## config.mk

```make
export PLATFORM = sky130hd
export DESIGN_NAME = multdiv_stall_ctrl
export DESIGN_NICKNAME = d
export VERILOG_FILES = /design/src/rtl/multdiv_stall_ctrl.sv
export SDC_FILE = /design/constraint.sdc
export NUM_CORES = 1
export LEC_CHECK = 0
export BUFFER_PORTS_ARGS = -buffer_cell sky130_fd_sc_hd__buf_2
export CAP_MARGIN = 20
export CELL_PAD_IN_SITES_DETAIL_PLACEMENT = 0
export CELL_PAD_IN_SITES_GLOBAL_PLACEMENT = 2
export CORE_ASPECT_RATIO = 1.4
export CORE_MARGIN = 5
export CORE_UTILIZATION = 23
export DETAILED_ROUTE_END_ITERATION = 6
export PLACE_DENSITY_LB_ADDON = 0.2
export RECOVER_POWER = 50
export SLEW_MARGIN = 20
export SYNTH_ARGS = -nofsm -noshare
export SYNTH_HDL_FRONTEND = slang
export SYNTH_SLANG_ARGS = --single-unit
```

## constraint.sdc

```tcl
create_clock -name clock -period 2 [get_ports clock]
set_clock_uncertainty 0.2 [all_clocks]
set_input_delay 0.2 -clock clock [delete_from_list [all_inputs] [get_ports clock]]
set_output_delay 0.2 -clock clock [all_outputs]
set_load 0.01 [all_outputs]
```

## src/rtl/multdiv_stall_ctrl.sv

```systemverilog
// rtl/multdiv_stall_ctrl.sv - mul/div launch, freeze and writeback sequencing plus load-use stall.
// Define MULTDIV_TIMEOUT_EN to compile in the MD_TIMEOUT abort counter.
module multdiv_stall_ctrl #(
  parameter int MD_TIMEOUT = 40
) (
  input  logic        clock,
  input  logic        reset,
  input  logic [31:0] fd_ir,
  input  logic [31:0] dx_ir,
  input  logic        md_ready,
  input  logic        md_exception,
  input  logic [31:0] md_result,
  output logic        md_start_mult,
  output logic        md_start_div,
  output logic        stall,
  output logic        nop_xm,
  output logic        nop_dx,
  output logic        md_wb_valid,
  output logic [4:0]  md_wb_rd,
  output logic [31:0] md_wb_data,
  output logic        md_wb_exc
);

  typedef enum logic [1:0] {IDLE, BUSY, DONE} state_t;

  state_t      state, stateNext;
  logic [4:0]  dxOp, dxRd, dxAluop;
  logic [4:0]  fdOp, fdRd, fdRs, fdRt;
  logic        isMd, timeout;
  logic        mdStall, luStall, startMult, startDiv;
  logic        opDiv;
  logic [4:0]  launchRd;
  logic        unusedBits;

  assign dxOp    = dx_ir[31:27];
  assign dxRd    = dx_ir[26:22];
  assign dxAluop = dx_ir[6:2];
  assign fdOp    = fd_ir[31:27];
  assign fdRd    = fd_ir[26:22];
  assign fdRs    = fd_ir[21:17];
  assign fdRt    = fd_ir[16:12];

  assign isMd = (dxOp == 5'd0) && ((dxAluop == 5'b00110) || (dxAluop == 5'b00111));

`ifdef MULTDIV_TIMEOUT_EN
  logic [5:0] cnt;

  assign timeout = (cnt == 6'(MD_TIMEOUT - 1));

  always_ff @(posedge clock or posedge reset) begin
    if (reset) begin
      cnt <= 6'd0;
    end else if (state == IDLE && isMd) begin
      cnt <= 6'd0;
    end else if (state == BUSY) begin
      cnt <= cnt + 6'd1;
    end
  end

  assign unusedBits = ^{fd_ir[11:0], dx_ir[21:7], dx_ir[1:0]};
`else
  assign timeout    = 1'b0;
  assign unusedBits = ^{fd_ir[11:0], dx_ir[21:7], dx_ir[1:0], 6'(MD_TIMEOUT)};
`endif

  always_comb begin
    stateNext = state;
    mdStall   = 1'b0;
    startMult = 1'b0;
    startDiv  = 1'b0;
    case (state)
      IDLE: begin
        if (isMd) begin
          mdStall   = 1'b1;
          startMult = ~dxAluop[0];
          startDiv  = dxAluop[0];
          stateNext = BUSY;
        end
      end
      BUSY: begin
        mdStall = 1'b1;
        if (md_ready || timeout) begin
          stateNext = DONE;
        end
      end
      DONE:    stateNext = IDLE;
      default: stateNext = IDLE;
    endcase
  end

  // Load-use: only a lw with a real destination that FD actually reads.
  always_comb begin
    luStall = 1'b0;
    if (dxOp == 5'd8 && dxRd != 5'd0) begin
      if ((fdOp == 5'd0 || fdOp == 5'd5 || fdOp == 5'd7 || fdOp == 5'd8) && fdRs == dxRd) luStall = 1'b1;
      if (fdOp == 5'd0 && fdRt == dxRd) luStall = 1'b1;
      if ((fdOp == 5'd7 || fdOp == 5'd2 || fdOp == 5'd6 || fdOp == 5'd4) && fdRd == dxRd) luStall = 1'b1;
    end
  end

  // Reset forces every output low even while DX still holds a mul/div or lw.
  assign md_start_mult = startMult & ~reset;
  assign md_start_div  = startDiv & ~reset;
  assign stall         = (mdStall | luStall) & ~reset;
  assign nop_xm        = mdStall & ~reset;
  assign nop_dx        = luStall & ~mdStall & ~reset;
  assign md_wb_valid   = (state == DONE);

  always_ff @(posedge clock or posedge reset) begin
    if (reset) begin
      state      <= IDLE;
      opDiv      <= 1'b0;
      launchRd   <= 5'd0;
      md_wb_rd   <= 5'd0;
      md_wb_data <= 32'd0;
      md_wb_exc  <= 1'b0;
    end else begin
      state <= stateNext;
      if (state == IDLE && isMd) begin
        opDiv    <= dxAluop[0];
        launchRd <= dxRd;
      end
      if (state == BUSY) begin
        if (md_ready && !md_exception) begin
          md_wb_rd   <= launchRd;
          md_wb_data <= md_result;
          md_wb_exc  <= 1'b0;
        end else if (md_ready || timeout) begin
          md_wb_rd   <= 5'd30;
          md_wb_data <= opDiv ? 32'd5 : 32'd4;
          md_wb_exc  <= 1'b1;
        end
      end
    end
  end

endmodule

```

* Word level (Yosys, flattened, before mapping)
Index checks and enable logic that the tools add are counted.
** Storage, ports and cells
- Register bits after elaboration :: 46
- Output and inout port bits :: 44
- Input port bits :: 100
- Logic and storage cells :: 74
** Operators by class
- Mux-type cells :: 20
- Equal/unequal tests :: 16
- Reductions and logical operators :: 22
- Bitwise operators :: 10
** Operator list (count)
- two-way mux 32 bit :: 2
- equality test 5 x 3 -> 1 bit (second input constant) :: 6
- equality test 5 bit :: 3
- two-way mux 1 bit :: 12
- equality test 5 x 4 -> 1 bit (second input constant) :: 2
- logical NOT 5 bit :: 2
- two-way mux 5 bit :: 2
- logical AND 1 bit :: 7
- logical OR 1 bit :: 7
- bitwise AND 1 bit :: 6
- equality test 5 x 2 -> 1 bit (second input constant) :: 1
- nonzero test 5 bit :: 1
- two-way mux 2 bit :: 2
- inequality test 2 bit (second input constant) :: 2
- case mux 2 bit (2 select lines) :: 1
- AND reduction 2 bit :: 2
- inverter 1 bit :: 3
- equality test 2 x 1 -> 1 bit (second input constant) :: 1
- equality test 2 bit (second input constant) :: 1
- logical NOT 2 bit :: 1
- case mux 1 bit (2 select lines) :: 1
- nonzero test 2 bit :: 1
- logical NOT 1 bit :: 1
- bitwise OR 1 bit :: 1

* Longest topological paths before layout
- Word-level depth :: 11
- Depth in mapped cells :: 5

* Worst setup path after synthesis
No wires, ideal clock.
- Path kind :: input to output
- From :: input dx_ir[28]
- To :: output nop_dx
- Arrival time :: 1.481 ns
- Cell stages on the path :: 4
- Data required time :: 1.600 ns
- Buffers on the path :: 0
- Slack :: 0.119 ns
- Cells stage by stage :: or4_4 a211oi_1 inv_1 a311oi_1
** Between the ends
- Cells in the longest elaborated chain, start to end :: 7
** Ends and longest elaborated chain
- start, declared :: RTL line 9 : input logic [31:0] dx_ir,
- logical NOT 5 bit :: RTL line 43 : assign isMd = (dxOp == 5'd0) && ((dxAluop == 5'b00110) || (dxAluop == 5'b00111));
- logical AND 1 bit :: RTL line 43
- two-way mux 1 bit :: RTL line 73 : if (isMd) begin
- case mux 1 bit (2 select lines) :: RTL line 71 : case (state)
- inverter 1 bit :: RTL line 106 : assign nop_dx = luStall & ~mdStall & ~reset;
- bitwise AND 1 bit (*) (2 in series) :: RTL line 106
- end, declared :: RTL line 17 : output logic nop_dx,
Every way passes the cells marked *; elsewhere a longest branch is shown, timed or not.

* Worst setup path in the final report
- From :: input dx_ir[28]
- To :: output md_start_div
** Between the ends
- Cells in the longest elaborated chain, start to end :: 5
** Ends and longest elaborated chain
- logical NOT 5 bit :: RTL line 43
- logical AND 1 bit :: RTL line 43
- two-way mux 1 bit :: RTL line 73
- two-way mux 1 bit :: RTL line 71
- bitwise AND 1 bit :: RTL line 103 : assign md_start_div = startDiv & ~reset;
- end, declared :: RTL line 14 : output logic md_start_div,
No other way between the ends.

==> flow_metrics.env <==
export IMPL_synthFlopType="dfrtp_1"
export IMPL_dpl_cell_area_um2=3020
export IMPL_ant_nets=0
export IMPL_cts_root_buf="clkbuf_16"
export IMPL_h_tree_depth=2
export IMPL_syn_nets=338
export IMPL_vias=2105
export IMPL_yosysTopAreaCell="dfrtp_1"
export IMPL_grt_usage_pct=10.9
export IMPL_slew_viol_final=0
export IMPL_dieHeight_um=127
export IMPL_r2r_slack_ns=0.45
export IMPL_fin_area_um2=3550
export IMPL_arrival_ns=1.62
export IMPL_overflow=0
export IMPL_synth_seq_cells=46
export IMPL_cts_tree="yes"
export IMPL_cp_required_ns=1.60
export IMPL_max_freq_mhz=496
export IMPL_dieArea_um2=11900
export IMPL_path_max_fanout=3
export IMPL_synth_cells=238
export IMPL_cts_clk_slew_worst_paths_ns=0.06
export IMPL_num_antenna_cells=0
export IMPL_grt_first_pass_wirelength_mm=10.4
export IMPL_clkLatencyLatePin_ns=0.28
export IMPL_cp_start_kind="primary input"
export IMPL_worst_hold_path_type="in2reg"
export IMPL_grt_max_degree=47
export IMPL_drtIter0Drc=46
export IMPL_synthTopCellsByCount="dfrtp_1, nand2_1, o21ai_0"
export IMPL_period_needed_ns=2.02
export IMPL_start_util_pct=23.7
export IMPL_synth_yosys_warnings=0
export IMPL_setup_tns_ns=-0.0238
export IMPL_nets=490
export IMPL_dr_pass1_iters=4
export IMPL_design_core_area_um2=9510
export IMPL_placementRows=42
export IMPL_relSlewSlack_pct=55.8
export IMPL_violations="setup timing"
export IMPL_via_per_inst=4.02
export IMPL_rsz0062_at_grt="yes"
export IMPL_dieWidth_um=93.7
export IMPL_final_hold_viol_count=0
export IMPL_setup_violations=2
export IMPL_synth_top_area_share_pct=51.0
export IMPL_synth_area_leaders="dfrtp_1, nand2b_1, o21ai_0"
export IMPL_antenna_found_initial=0
export IMPL_seq_area_um2=1150
export IMPL_area_growth_pct=57.1
export IMPL_first_global_vias=2194
export IMPL_fill_cells=1005
export IMPL_multi_input_area_um2=1090
export IMPL_cp_end_kind="primary output"
export IMPL_netlist_area_um2=2260
export IMPL_drive_above_1_share_pct=32.7
export IMPL_cap_viol_max_count=0
export IMPL_clockBufferDepth=2
export IMPL_power_density_nw_per_um2=628
export IMPL_drcViolationCount=0
export IMPL_path_class="in2out"
export IMPL_syn_area_per_cell_um2=9.48
export IMPL_numPortBuffers=114
export IMPL_max_slew_worst_pin_slew_ns=0.663
export IMPL_power_leakage_nw=1.73
export IMPL_dp_hpwl_mm=4.65
export IMPL_peakVddDrop_mv=0.278
export IMPL_cts_buffers_inserted=5
export IMPL_final_core_util_pct=37.3
export IMPL_synth_most_common_cell="dfrtp_1"
export IMPL_ys_seq_area_share_pct=51.0
export IMPL_pre_cts_slack_ns=-0.160
export IMPL_clkSinkCount=46
export IMPL_worst_slack_ns=-0.0168
export IMPL_fin_crit_sh_pct=101
export IMPL_wl_per_cell_um=12.4
export IMPL_ios=144
export IMPL_synth_edf_count=0
export IMPL_ys_types=28
export IMPL_gp_congestion=0.734
export IMPL_totalPowerFinal_mw=2.23
export IMPL_status="complete, but fails checks"
export IMPL_synthArstFlopShare_pct=100
export IMPL_drt_wl_total_mm=6.49
==> through the flow <==
stage / hold slack [ns] / std cells
2_1_floorplan: 0.107 / 238
3_3_place_gp: 0.217 / 480
3_5_place_dp: 0.221 / 480
4_1_cts: 0.00687 / 523
5_1_grt: 0.0507 / 523
6_report: 0.0188 / 523
==> worst paths after layout <==
check | start | endpoint | cells after the start
worst max-delay path | dx_ir[28] | md_start_div | 8
worst min-delay path | md_result[0] | md_wb_data[0]$_DFFE_PP0P_ | 3
worst max register to register | state[0]$_DFFE_PP0P_ | launchRd[3]$_DFFE_PP0P_ | 3
worst min register to register | md_wb_data[29]$_DFFE_PP0P_ | md_wb_data[29]$_DFFE_PP0P_ | 2
max in group asynchronous | reset | md_wb_data[27]$_DFFE_PP0P_ | 5
min in group asynchronous | reset | opDiv$_DFFE_PP0P_ | 5
==> worst max-delay path, cell delays in order <==
cell and delay, ns:
buf_6 0.09, or4_4 0.54, buf_6 0.14, nor3_4 0.16, buf_6 0.13, nand2_4 0.05, nor3b_2 0.16, buf_2 0.15
==> timing repair <==
action	CTS	global route
gates cloned	0	0
hold endpoints to repair	79	0
gates resized for setup	6	9
setup endpoints to repair	5	4
buffers inserted	1	0
hold buffers	34	0
pin swaps	4	5
==> layout make-up <==
| class | count | share of cell area, % |
|---|---|---|
| flip-flops and latches | 46 | 32.5 |
| multi-input cells | 176 | 30.9 |
| repair buffers | 157 | 27.4 |
| well taps | 132 | 4.66 |
| clock buffers | 7 | 4.02 |
| inverters | 4 | 0.423 |
| clock inverters | 1 | 0.141 |
==> state kept, by name, indices dropped and copies added (netlist names) <==
name        cells
md_wb_exc       1
md_wb_data     32
opDiv           1
state           2
md_wb_rd        5
launchRd        5
==> placed cells by master, fill, tap and decap left out, types with 2 or more instances in the layout <==
cell | netlist | final
clkbuf_16 | 0 | 5
o21ai_0 | 40 | 39
buf_6 | 0 | 4
xor2_1 | 15 | 15
nand2_1 | 45 | 44
nor3_1 | 6 | 4
nand2_4 | 1 | 2
mux2_4 | 6 | 6
nor2_1 | 11 | 11
buf_2 | 0 | 91
nand3_1 | 2 | 2
nand2b_1 | 32 | 32
buf_4 | 0 | 6
inv_1 | 4 | 4
clkbuf_1 | 12 | 22
dlygate4sd3_1 | 0 | 34
dfrtp_1 | 46 | 46
==> where the power goes <==
part	internal [mW]	switching [mW]
Sequential	0.990	0.0280
Clock	0.496	0.339
Combinational	0.193	0.181
==> cell families after synthesis <==
group	share of synthesized area (%)
xor+xnor	5.82
flops	51.0
buf+inv	2.66
simple gates	25.1
mux	4.43
compound gates	11.0
==> per-layer routing <==
metal / vias to the layer above / GRT usage [%] / part of all wire (%)
met4: 0 / 4.34 / 1.7
met2: 85 / 18.1 / 47
met3: 6 / 3.00 / 8.0
li1: 1091 / - / -
met1: 923 / 13.3 / 43
met5: - / 0 / 0
Note: power is estimated with default switching activity, not from simulation.
